File: src/rtl/rst_seq_ctrl.sv
// Reset sequencer: holds all sysclk-domain resets, then releases them one by one in index order.
// Optional build macro RST_SEQ_EVT_CNT_EN adds the evt_cnt output (ASSERT entries caused by events).
module rst_seq_ctrl #(
  parameter int unsigned NUM_SRC  = 4,
  parameter int unsigned NUM_DOM  = 3,
  parameter int unsigned HOLD_CYC = 16,
  parameter int unsigned GAP_CYC  = 4,
  parameter int unsigned CNT_W    = 8
) (
  input  logic               sysclk,
  input  logic               sys_rstn,
  input  logic               ATPG_TM,
  input  logic               ATPG_RSTN,
  input  logic [NUM_SRC-1:0] evt_req,
  input  logic [NUM_SRC-1:0] evt_mask,
  input  logic               cause_clr,
  output logic [NUM_DOM-1:0] dom_rstn_o,
  output logic               seq_busy,
  output logic               seq_done,
  output logic [NUM_SRC-1:0] rst_cause
`ifdef RST_SEQ_EVT_CNT_EN
  ,
  output logic [7:0]         evt_cnt
`endif
);

  localparam int unsigned IDX_W = (NUM_DOM > 1) ? $clog2(NUM_DOM) : 1;

  typedef enum logic [1:0] {
    ST_IDLE    = 2'd0,
    ST_ASSERT  = 2'd1,
    ST_RELEASE = 2'd2,
    ST_DONE    = 2'd3
  } state_t;

  state_t             state_q, state_d;
  logic [CNT_W-1:0]   cnt_q, cnt_d;
  logic [IDX_W-1:0]   idx_q, idx_d;
  logic [NUM_DOM-1:0] dom_q, dom_d;
  logic               busy_q, busy_d;
  logic               done_q, done_d;
  logic [NUM_SRC-1:0] cause_q;

  // Scan mode hides every event source from the sequencer.
  logic [NUM_SRC-1:0] evt_hit;
  logic               evt_vld;

  assign evt_hit = evt_req & ~evt_mask & {NUM_SRC{~ATPG_TM}};
  assign evt_vld = |evt_hit;

  // Next-state and next-output logic.
  always_comb begin
    state_d = state_q;
    cnt_d   = cnt_q;
    idx_d   = idx_q;
    dom_d   = dom_q;
    busy_d  = busy_q;
    done_d  = 1'b0;

    if (ATPG_TM) begin
      state_d = ST_IDLE;
      cnt_d   = '0;
      idx_d   = '0;
      dom_d   = '1;
      busy_d  = 1'b0;
    end else begin
      unique case (state_q)
        ST_IDLE: begin
          if (evt_vld) begin
            state_d = ST_ASSERT;
            cnt_d   = '0;
            idx_d   = '0;
            dom_d   = '0;
            busy_d  = 1'b1;
          end
        end

        ST_ASSERT: begin
          if (evt_vld) begin
            cnt_d = '0;
          end else if (cnt_q == CNT_W'(HOLD_CYC - 1)) begin
            state_d  = ST_RELEASE;
            cnt_d    = '0;
            idx_d    = '0;
            dom_d[0] = 1'b1;
          end else begin
            cnt_d = cnt_q + CNT_W'(1);
          end
        end

        ST_RELEASE: begin
          if (evt_vld) begin
            state_d = ST_ASSERT;
            cnt_d   = '0;
            idx_d   = '0;
            dom_d   = '0;
            busy_d  = 1'b1;
          end else if (cnt_q == CNT_W'(GAP_CYC - 1)) begin
            cnt_d = '0;
            if (idx_q < IDX_W'(NUM_DOM - 1)) begin
              idx_d        = idx_q + IDX_W'(1);
              dom_d[idx_d] = 1'b1;
            end else begin
              state_d = ST_DONE;
              busy_d  = 1'b0;
              done_d  = 1'b1;
            end
          end else begin
            cnt_d = cnt_q + CNT_W'(1);
          end
        end

        ST_DONE: begin
          if (evt_vld) begin
            state_d = ST_ASSERT;
            cnt_d   = '0;
            idx_d   = '0;
            dom_d   = '0;
            busy_d  = 1'b1;
          end else begin
            state_d = ST_IDLE;
            busy_d  = 1'b0;
          end
        end

        default: begin
          state_d = ST_IDLE;
        end
      endcase
    end
  end

  // Reset puts the sequencer at the start of a hold, so power-on runs a full release.
  always_ff @(posedge sysclk or negedge sys_rstn) begin
    if (!sys_rstn) begin
      state_q <= ST_ASSERT;
      cnt_q   <= '0;
      idx_q   <= '0;
      dom_q   <= '0;
      busy_q  <= 1'b1;
      done_q  <= 1'b0;
      cause_q <= '0;
    end else begin
      state_q <= state_d;
      cnt_q   <= cnt_d;
      idx_q   <= idx_d;
      dom_q   <= dom_d;
      busy_q  <= busy_d;
      done_q  <= done_d;
      cause_q <= (cause_clr ? '0 : cause_q) | evt_hit;
    end
  end

  // Scan owns the domain resets directly; status is quiet while in test mode.
  assign dom_rstn_o = ATPG_TM ? {NUM_DOM{ATPG_RSTN}} : dom_q;
  assign seq_busy   = busy_q & ~ATPG_TM;
  assign seq_done   = done_q & ~ATPG_TM;
  assign rst_cause  = cause_q;

`ifdef RST_SEQ_EVT_CNT_EN
  // Counts fresh ASSERT entries only; hold extensions and power-on are excluded.
  logic       evt_entry;
  logic [7:0] evt_cnt_base;

  assign evt_entry    = evt_vld && (state_q != ST_ASSERT);
  assign evt_cnt_base = cause_clr ? 8'd0 : evt_cnt;

  always_ff @(posedge sysclk or negedge sys_rstn) begin
    if (!sys_rstn) begin
      evt_cnt <= 8'd0;
    end else if (evt_entry && (evt_cnt_base != 8'hFF)) begin
      evt_cnt <= evt_cnt_base + 8'd1;
    end else begin
      evt_cnt <= evt_cnt_base;
    end
  end
`endif

endmodule

File: config.mk
export PLATFORM = sky130hd
export DESIGN_NAME = rst_seq_ctrl
export DESIGN_NICKNAME = d
export VERILOG_FILES = /design/src/rtl/rst_seq_ctrl.sv
export SDC_FILE = /design/constraint.sdc
export NUM_CORES = 1
export LEC_CHECK = 0
export CORE_AREA = 2 2 42 73
export DETAILED_ROUTE_END_ITERATION = 10
export DIE_AREA = 0 0 44 75
export GPL_TIMING_DRIVEN = 0
export PLACE_DENSITY = 0.86
export SLEW_MARGIN = 30
export SYNTH_ARGS = -nofsm -noshare
export SYNTH_HDL_FRONTEND = slang
export SYNTH_SLANG_ARGS = --single-unit
File: constraint.sdc
create_clock -name sysclk -period 2.1 [get_ports sysclk]
set_input_delay 0.42 -clock sysclk [delete_from_list [all_inputs] [get_ports sysclk]]
set_output_delay 0.42 -clock sysclk [all_outputs]
set_load 0.01 [all_outputs]
==> flow_summary.ini, run 1 <==
[finish]
final_cells = 216
drive_gt1_frac = 0.175
fin_util = 0.659
fill_cells = 213
layout_commonest_cell = dfrtp_1
most-common-layout-cells = dfrtp_1 (18), inv_1 (17), nor2_1 (16), a21oi_1 (15), clkdlybuf4s50_1 (15)
area_growth_pct = 27.0
diodes = 0
nets = 212

[timing]
rsz0062_at_grt = false
slew_viol_final = 0
fin_ws_ns = 0.0437
max_freq_ghz = 0.486
finalHoldViolations = 0
relSlewSlack = 0.645
min_period_over_period = 0.979
final.min_clock_period_ns = 2.06
fin_skew_ns = 0.00495
worst_pin_slew_ns = 0.530
finalSetupViolCount = 0
whs_ns = 0.113

[route]
ant_nets = 0
drcViolationCount = 0
dr_total_vias = 1290
wl_per_cell_um = 15.8
drt_iter0_drc = 48
drt_pass1_iterations = 4
finalWirelength_um = 3400
viasPerCell = 5.97

[critical_path]
crit_chain = clkdlybuf4s50_1 -> buf_6 -> clkbuf_8 -> o21ai_1 -> clkdlybuf4s15_2
worstPathArrival_ns = 1.64
critical_path_class = input port to output pin
cp-end-kind = output pin
worst_ep_required_time_ns = 1.68
slowest_delay_ns = 0.47
critPathLaunchType = input port
crit_slowest_cell = clkdlybuf4s50_1
crit_fanout = 10

[floorplan]
die_area_mm2 = 0.00330
coreArea_mm2 = 0.00269
initial_core_util = 0.519
die_h_um = 75
die_w_um = 44
io_pins = 22
rows = 25

[synth]
syn_area_per_cell_um2 = 8.62
synth.yosys.warnings = 0
syn_inst = 162
yosysTopAreaCellShare = 0.341
synth_edf_count = 0
synth_top_family_by_area = simple AND/OR/NAND/NOR gates
synthSimpleGateAreaFrac = 0.249
synth_seq_cells = 21
synth.area.mux_share = 0.0179
synth_nets = 184
synth_compound_area_frac = 0.203
ys_top_cells_by_area = dfrtp_1 (34%), ha_1 (8.1%), a21oi_1 (5.4%), inv_1 (4.6%), nor2_1 (4.3%)
synthFlopType = dfrtp_1
synth_xor_area_frac = 0.00627
yosys.cell_types.count = 41
synthArstFlopShare = 1.00
syn_area_mm2 = 0.00140
synth_seq_area_share = 0.378
yosysTopAreaCell = dfrtp_1
synth_fa_ha_area_frac = 0.0806

[hold_path]
hp-class = input port to asynchronous set/reset pin

[grt]
overflow = 0
gr-usage-all-layers = 0.222
grt_pass1_wl_um = 5550
grt_pass1_vias = 1243
antenna_found_initial = 0
grt_max_degree = 22

[clock_tree]
hold_buffers = 0
cts-root-buf = clkbuf_8
cts_buffers = 3
htreeDepth = 1
cts_sinks = 21
clock_latency_ns = 0.26
clockBufferDepth = 2
clk_pin_slew_worst_paths_ns = 0.07
tritoncts = done

[power]
totalPowerFinal_mw = 1.55
vdd_drop_max_mv = 0.809
p_leak_nw = 0.743
power.density_mw_per_mm2 = 876

[placement]
globalplace.congestion = 0.849
dpl.hpwl_um = 2480
dp.cells = 210
io_buffers = 21
dpl_worst_slack_ns = -0.493

[run_status]
status = finished clean

[run]
maxCapViolations = 0
through the flow:
step | instance area, um^2 | TNS (ns)
2_1_floorplan | 1400 | 0
3_3_place_gp | 1640 | -2.14
3_5_place_dp | 1640 | -2.83
4_1_cts | 1720 | 0
5_1_grt | 1770 | 0
6_report | 1770 | 0
routing by layer:
layer / share of wire / wire, um / GRT usage
met4: 0.017 / 59 / 0.0707
met5: 0 / 0 / 0
met1: 0.36 / 1230 / 0.228
met3: 0.025 / 84 / 0.0168
met2: 0.60 / 2030 / 0.449
logic make-up after synthesis:
family	count (synthesis)
DFF	21
xor gates and xnor gates	1
and+or+nand+nor	65
muxes	2
adders and majority gates	9
buffers and inverters	22
AOI/OAI and AO/OA	42
power breakdown:
part	total, mW	internal [mW]	leakage [nW]	switching, mW
logic	0.762	0.320	0.450	0.442
clock network	0.270	0.135	0.0228	0.135
registers	0.522	0.474	0.270	0.0480
timing repair:
item / CTS / global route
endpoints found under the hold margin: 0 / 0
pin swaps: 0 / 4
resized for setup: 16 / 15
buffers inserted: 0 / 2
gates cloned: 0 / 0
endpoints found under the setup margin: 12 / 15
critical path: cells and delay by family:
kind / cells / cell delay [ns]
buffers and inverters: 4 / 1.06
AO/OA/AOI/OAI: 1 / 0.16
synthesized netlist by cell type (2+ instances only):
cell      count
a211o_1       2
a21oi_1      15
a22oi_1       3
buf_4         2
clkbuf_1      2
dfrtp_1      19
dfstp_2       2
ha_1          9
inv_1        17
nand2_1      12
nand2b_1      6
nand3_1       5
nor2_1       16
nor2b_1       2
nor3_1        9
o21ai_0       6
o22ai_1       5
o31ai_1       6
or3_1         2
sequential cells by signal, indices dropped and copies added (netlist names):
| signal | count |
|---|---|
| busy_q | 1 |
| dom_q | 3 |
| done_q | 1 |
| cnt_q | 8 |
| rst_cause | 4 |
| state_q | 2 |
| idx_q | 2 |
area by class of cell:
class,instances,area (um^2),area share
inverters,17,63.8,0.0360
well taps,27,33.8,0.0191
flip-flops and latches,21,529,0.299
clock buffers,4,45.0,0.0254
repair buffers,23,215,0.121
multi-input cells,119,842,0.475
plain buffers,5,43.8,0.0247
path summary, 6_finish.rpt:
| check | startpoint | to | slack, ns | cells after the start |
|---|---|---|---|---|
| worst max-delay path | ATPG_TM | dom_rstn_o[0] | 0.04 | 5 |
| worst min-delay path | sys_rstn | rst_cause[2]$_DFF_PN0_ | 0.11 | 1 |
| worst max register to register | cnt_q[4]$_DFFE_PN0P_ | state_q[1]$_DFFE_PN0P_ | 0.10 | 4 |
| worst min register to register | busy_q$_DFFE_PN1P_ | busy_q$_DFFE_PN1P_ | 0.53 | 2 |
| max in group asynchronous | sys_rstn | state_q[1]$_DFFE_PN0P_ | 1.63 | 1 |
| min in group sysclk | busy_q$_DFFE_PN1P_ | busy_q$_DFFE_PN1P_ | 0.53 | 2 |
No activity file was read; power rests on OpenSTA's default activity.
==> run 2: changes to the inputs <==
==> constraint.sdc (replaced) <==
create_clock -name sysclk -period 2.1 [get_ports sysclk]
set_input_delay 0.42 -clock sysclk [delete_from_list [all_inputs] [get_ports sysclk]]
set_output_delay 0.42 -clock sysclk [all_outputs]
set_load 0.02 [all_outputs]
==> run 2 against run 1 <==
Sequential power about the same. Clock skew rose by 0.0013 ns. Die area did not move. Critical path type unchanged. Critical endpoint is now dom_rstn_o[2]. Highest routed layer unchanged.
==> flow_summary.ini, run 2 (synthesis results as in run 1) <==
[finish]
drive_gt1_frac = 0.175
nets = 212
area_growth_pct = 25.4
largest_register = cnt_q
postLayoutCellArea_mm2 = 0.00175
layout_commonest_cell = dfrtp_1
most-common-layout-cells = dfrtp_1 (18), inv_1 (17), nor2_1 (16), a21oi_1 (15), clkdlybuf4s50_1 (15)
largest_register_ffs = 8
fill_cells = 217
diodes = 0

[timing]
relSlewSlack = 0.647
finalSetupViolCount = 0
final.min_clock_period_ns = 2.04
max_freq_ghz = 0.490
finalHoldViolations = 0
worst_pin_slew_ns = 0.528
min_period_over_period = 0.972
fin_ws_ns = 0.0587
fin_skew_ns = 0.00627
fin_setup_tns_ns = 0
rsz0062_at_grt = false
slew_viol_final = 0

[power]
p_leak_nw = 0.737
vdd_drop_max_mv = 0.807
p_comb_frac = 0.493
power.density_mw_per_mm2 = 889
sw_frac_of_total = 0.408
power_frac_clock = 0.171
power_frac_seq = 0.336
p_int_mw = 0.921
switching_power_mw = 0.635

[route]
ant_nets = 0
wl_met2_um = 2010
viasPerCell = 5.90
finalWirelength_um = 3340
wl_met1_um = 1210
wl_per_cell_um = 15.5
highest_layer = met4
dr_wl_met3_um = 66
drcViolationCount = 0
drt_pass1_iterations = 4
dr_total_vias = 1274
drt_iter0_drc = 45

[critical_path]
ff2ff_setup_slack_ns = 0.08
rr_worst_depth = 5
r2r-end = dom_q[0]$_DFFE_PN0P_
critical_path_class = input port to output pin
crit_fanout = 10
critPathLaunchType = input port
worstPathArrival_ns = 1.62
worst_ep_required_time_ns = 1.68
r2r-start = cnt_q[1]$_DFFE_PN0P_
cp-end-kind = output pin

[floorplan]
die_h_um = 75
rows = 25
initial_core_util = 0.519
coreArea_mm2 = 0.00269
io_pins = 22
die_area_mm2 = 0.00330
die_w_um = 44

[placement]
io_buffers = 21
dpl_worst_slack_ns = -0.553
placed_area_mm2 = 0.00164
globalplace.congestion = 0.849
dpl.hpwl_um = 2480

[clock_tree]
cts-root-buf = clkbuf_8
htreeDepth = 1
cts_sinks = 21
clockBufferDepth = 2
cts_buffers = 3
clk_pin_slew_worst_paths_ns = 0.08
tritoncts = done
clock_latency_ns = 0.26

[hold_path]
hp-class = input port to asynchronous set/reset pin

[grt]
antenna_found_initial = 0
gr-usage-all-layers = 0.219
overflow = 0
grt_max_degree = 22
grt_pass1_wl_um = 5470
grt_pass1_vias = 1259

[run_status]
status = finished clean

[run]
maxCapViolations = 0
-- run 2: changes by cell type in the layout (fill, tap and decap cells not counted) --
cell             change
clkbuf_2             -1
buf_6                -1
clkbuf_4             +1
clkdlybuf4s15_2      -2
buf_2                +3
buf_4                +1
clkbuf_8             -1
-- run 2: metrics by stage --
| step | hold slack (ns) | util | std cells | total power, mW |
|---|---|---|---|---|
| floorplan | 0.124 | - | 162 | 1.04 |
| global placement | 0.517 | 0.610 | 210 | 1.21 |
| detailed placement | 0.526 | 0.610 | 210 | 1.24 |
| CTS | 0.538 | 0.628 | 214 | 1.51 |
| global route | 0.162 | 0.651 | 216 | 1.66 |
| finish | 0.113 | 0.651 | 216 | 1.56 |
-- run 2: metal layers --
layer  vias to the layer above  GRT usage
met4                         0     0.0842
met2                        17      0.444
met5                         -          0
li1                        619          -
met3                         7     0.0168
met1                       631      0.219
-- run 2: worst max path at each step --
stage	from	endpoint	slack, ns	depth (start not counted)
6_report	ATPG_TM	dom_rstn_o[2]	0.06	5
5_1_grt	ATPG_TM	dom_rstn_o[1]	0.006	5
3_3_place_gp	ATPG_TM	dom_rstn_o[1]	-0.48	5
2_1_floorplan	state_q[1]$_DFFE_PN0P_	cnt_q[7]$_DFFE_PN0P_	0.18	7
3_5_place_dp	ATPG_TM	dom_rstn_o[1]	-0.55	5
4_1_cts	state_q[1]$_DFFE_PN0P_	cnt_q[6]$_DFFE_PN0P_	0.005	7
-- run 2: final cells by class --
type | count | area [um^2] | area share
buffer | 5 | 33.8 | 0.0193
clock buffer | 4 | 45.0 | 0.0257
inverter | 17 | 63.8 | 0.0365
multi-input combinational | 119 | 842 | 0.481
sequential | 21 | 529 | 0.302
tap | 27 | 33.8 | 0.0193
timing repair buffer | 23 | 203 | 0.116
-- run 2: power by group through the flow --
stage / logic (mW) / clock network, mW / registers [mW]
6_report: 0.767 / 0.266 / 0.523
2_1_floorplan: 0.512 / 0 / 0.524
4_1_cts: 0.720 / 0.271 / 0.519
3_3_place_gp: 0.685 / 0 / 0.523
5_1_grt: 0.851 / 0.281 / 0.529
3_5_place_dp: 0.714 / 0 / 0.527
-- run 2: timing repair --
| item | 4_1_cts | 5_1_grt |
|---|---|---|
| endpoints found under the hold margin | 0 | 0 |
| setup endpoints to repair | 12 | 13 |
| gates resized for setup | 23 | 12 |
| setup buffers | 0 | 2 |
| pin swaps | 0 | 4 |
| hold buffers | 0 | 0 |
-- run 2: worst max-delay path, stage by stage --
cell and delay (ns):
clkdlybuf4s50_1 0.51, buf_4 0.21, clkbuf_4 0.22, o21ai_0 0.09, buf_2 0.16
==> run 3: changes to the inputs <==
--- a/config.mk
+++ b/config.mk
@@ -5,10 +5,12 @@
 export SDC_FILE = /design/constraint.sdc
 export NUM_CORES = 1
 export LEC_CHECK = 0
+export CAP_MARGIN = 10
 export CORE_AREA = 2 2 42 73
 export DETAILED_ROUTE_END_ITERATION = 10
 export DIE_AREA = 0 0 44 75
 export GPL_TIMING_DRIVEN = 0
+export HOLD_SLACK_MARGIN = 0.15
 export PLACE_DENSITY = 0.86
 export SLEW_MARGIN = 30
 export SYNTH_ARGS = -nofsm -noshare
==> constraint.sdc (replaced) <==
create_clock -name sysclk -period 2.5 [get_ports sysclk]
set_input_delay 0.5 -clock sysclk [delete_from_list [all_inputs] [get_ports sysclk]]
set_output_delay 0.5 -clock sysclk [all_outputs]
set_load 0.02 [all_outputs]
==> run 3 against run 2 <==
Register-to-register slack better by 0.15 ns. Non-clock buffer count down 2. Via count down 1.7%. Clock-buffer cell count unchanged. Cell area down 4.1%. First-iteration DRC count down 40%. Worst setup slack better by 0.0070 ns. Cell count down 0.93%. Clock skew up 0.0021 ns. Die area unchanged. Sequential cell count unchanged.
==> flow_summary.ini, run 3 (synthesis results as in run 1) <==
[run_status]
status = finished clean

[placement]
globalplace.congestion = 0.849
dpl.hpwl_um = 2480
dpl_worst_slack_ns = -0.313
io_buffers = 21

[route]
drt_iter0_drc = 27
finalWirelength_um = 3150
viasPerCell = 5.85
drcViolationCount = 0
wl_per_cell_um = 14.7
dr_total_vias = 1252
ant_nets = 0
drt_pass1_iterations = 4

[timing]
max_freq_ghz = 0.411
rsz0062_at_grt = false
fin_ws_ns = 0.0657
fin_skew_ns = 0.00835
final.min_clock_period_ns = 2.43
slew_viol_final = 0
relSlewSlack = 0.554
worst_pin_slew_ns = 0.664
finalHoldViolations = 0
finalSetupViolCount = 0
min_period_over_period = 0.974

[clock_tree]
cts_sinks = 21
clockBufferDepth = 2
clk_pin_slew_worst_paths_ns = 0.08
clock_latency_ns = 0.26
cts_setup_buffers = 0
cts_buffers = 3
cts-root-buf = clkbuf_8
htreeDepth = 1
tritoncts = done

[floorplan]
die_h_um = 75
io_pins = 22
initial_core_util = 0.519
die_w_um = 44
coreArea_mm2 = 0.00269
rows = 25
die_area_mm2 = 0.00330

[finish]
diodes = 0
largest_register_ffs = 8
multi_input_area_um2 = 777
register_area_um2 = 528
nets = 210
layout_commonest_cell = dfrtp_1
fill_cells = 230
largest_register = cnt_q
area_growth_pct = 20.2
fin_util = 0.624
drive_gt1_frac = 0.102
most-common-layout-cells = dfrtp_1 (19), inv_1 (17), clkdlybuf4s50_1 (17), nor2_1 (16), a21oi_1 (15)

[grt]
overflow = 0
gr-usage-all-layers = 0.215
antenna_found_initial = 0
grt_pass1_wl_um = 5400
grt_pass1_vias = 1263
grt_max_degree = 22

[power]
vdd_drop_max_mv = 0.624
switching_power_mw = 0.499
p_leak_nw = 0.713
power_frac_seq = 0.350
sw_frac_of_total = 0.398
power.density_mw_per_mm2 = 747
p_comb_frac = 0.474
power_frac_clock = 0.176
p_int_mw = 0.754

[critical_path]
crit_fanout = 10
worst_ep_required_time_ns = 2.00
critPathLaunchType = input port
worstPathArrival_ns = 1.93
cp-end-kind = output pin
critical_path_class = input port to output pin

[hold_path]
hp-class = input port to asynchronous set/reset pin

[run]
maxCapViolations = 0
## run 3: cell types whose count changed in the layout (fill, tap and decap cells not counted), moves of 2 or more
cell	before	now
o21ai_1	2	0
o31ai_1	3	6
o31ai_2	3	0
ha_1	7	9
buf_4	4	2
o21ai_0	4	6
clkdlybuf4s50_1	15	17
buf_2	4	2
clkbuf_4	2	0
## run 3: final timing paths
check                      slack (ns)  cells after the start                   start                      to
setup / recovery                 0.07                      4                 ATPG_TM                seq_busy
hold / removal                   0.19                      1                sys_rstn    cnt_q[6]$_DFFE_PN0P_
setup reg to reg                 0.23                      7  state_q[0]$_DFFE_PN1P_    cnt_q[6]$_DFFE_PN0P_
hold reg to reg                  0.53                      2      busy_q$_DFFE_PN1P_      busy_q$_DFFE_PN1P_
max in group asynchronous        1.95                      1                sys_rstn  state_q[0]$_DFFE_PN1P_
min in group sysclk              0.53                      2      busy_q$_DFFE_PN1P_      busy_q$_DFFE_PN1P_
## run 3: worst max-delay path: stages
cell	delay, ns
clkdlybuf4s50_1	0.46
buf_4	0.20
nor2b_1	0.14
clkdlybuf4s50_1	0.63
## run 3: repair_timing
| item | in CTS | in global routing |
|---|---|---|
| setup endpoints to repair | 3 | 1 |
| pin swaps | 0 | 0 |
| hold buffers | 0 | 0 |
| hold endpoints to repair | 0 | 0 |
| resized for setup | 4 | 2 |
## run 3: stage by stage
step	hold WS [ns]	cell area [um^2]	total power [mW]	setup TNS, ns	std cells
after floorplan	0.204	1400	0.870	0	162
after global placement	0.517	1640	1.01	-0.703	210
after detailed placement	0.526	1640	1.04	-0.849	210
after CTS	0.538	1680	1.26	0	214
after global routing	0.242	1680	1.34	0	214
final	0.194	1680	1.25	0	214
## run 3: per-layer routing
layer | part of all wire | vias up | global-route usage
li1 | - | 619 | -
met4 | 0.016 | 0 | 0.0976
met1 | 0.38 | 614 | 0.211
met2 | 0.60 | 12 | 0.431
met5 | 0 | - | 0
met3 | 0.011 | 7 | 0.0192
## run 3: cell type report
| cell class | count | share of cell area |
|---|---|---|
| multi-input cells | 119 | 0.463 |
| inverters | 17 | 0.0380 |
| flip-flops and latches | 21 | 0.315 |
| well taps | 27 | 0.0201 |
| repair buffers | 21 | 0.120 |
| plain buffers | 5 | 0.0172 |
| clock buffers | 4 | 0.0268 |
## run 3: power groups by stage
stage | clock [mW] | sequential, mW | combinational (mW)
floorplan | 0 | 0.440 | 0.430
global placement | 0 | 0.439 | 0.575
detailed placement | 0 | 0.443 | 0.600
CTS | 0.228 | 0.436 | 0.595
global route | 0.236 | 0.442 | 0.667
finish | 0.221 | 0.438 | 0.594
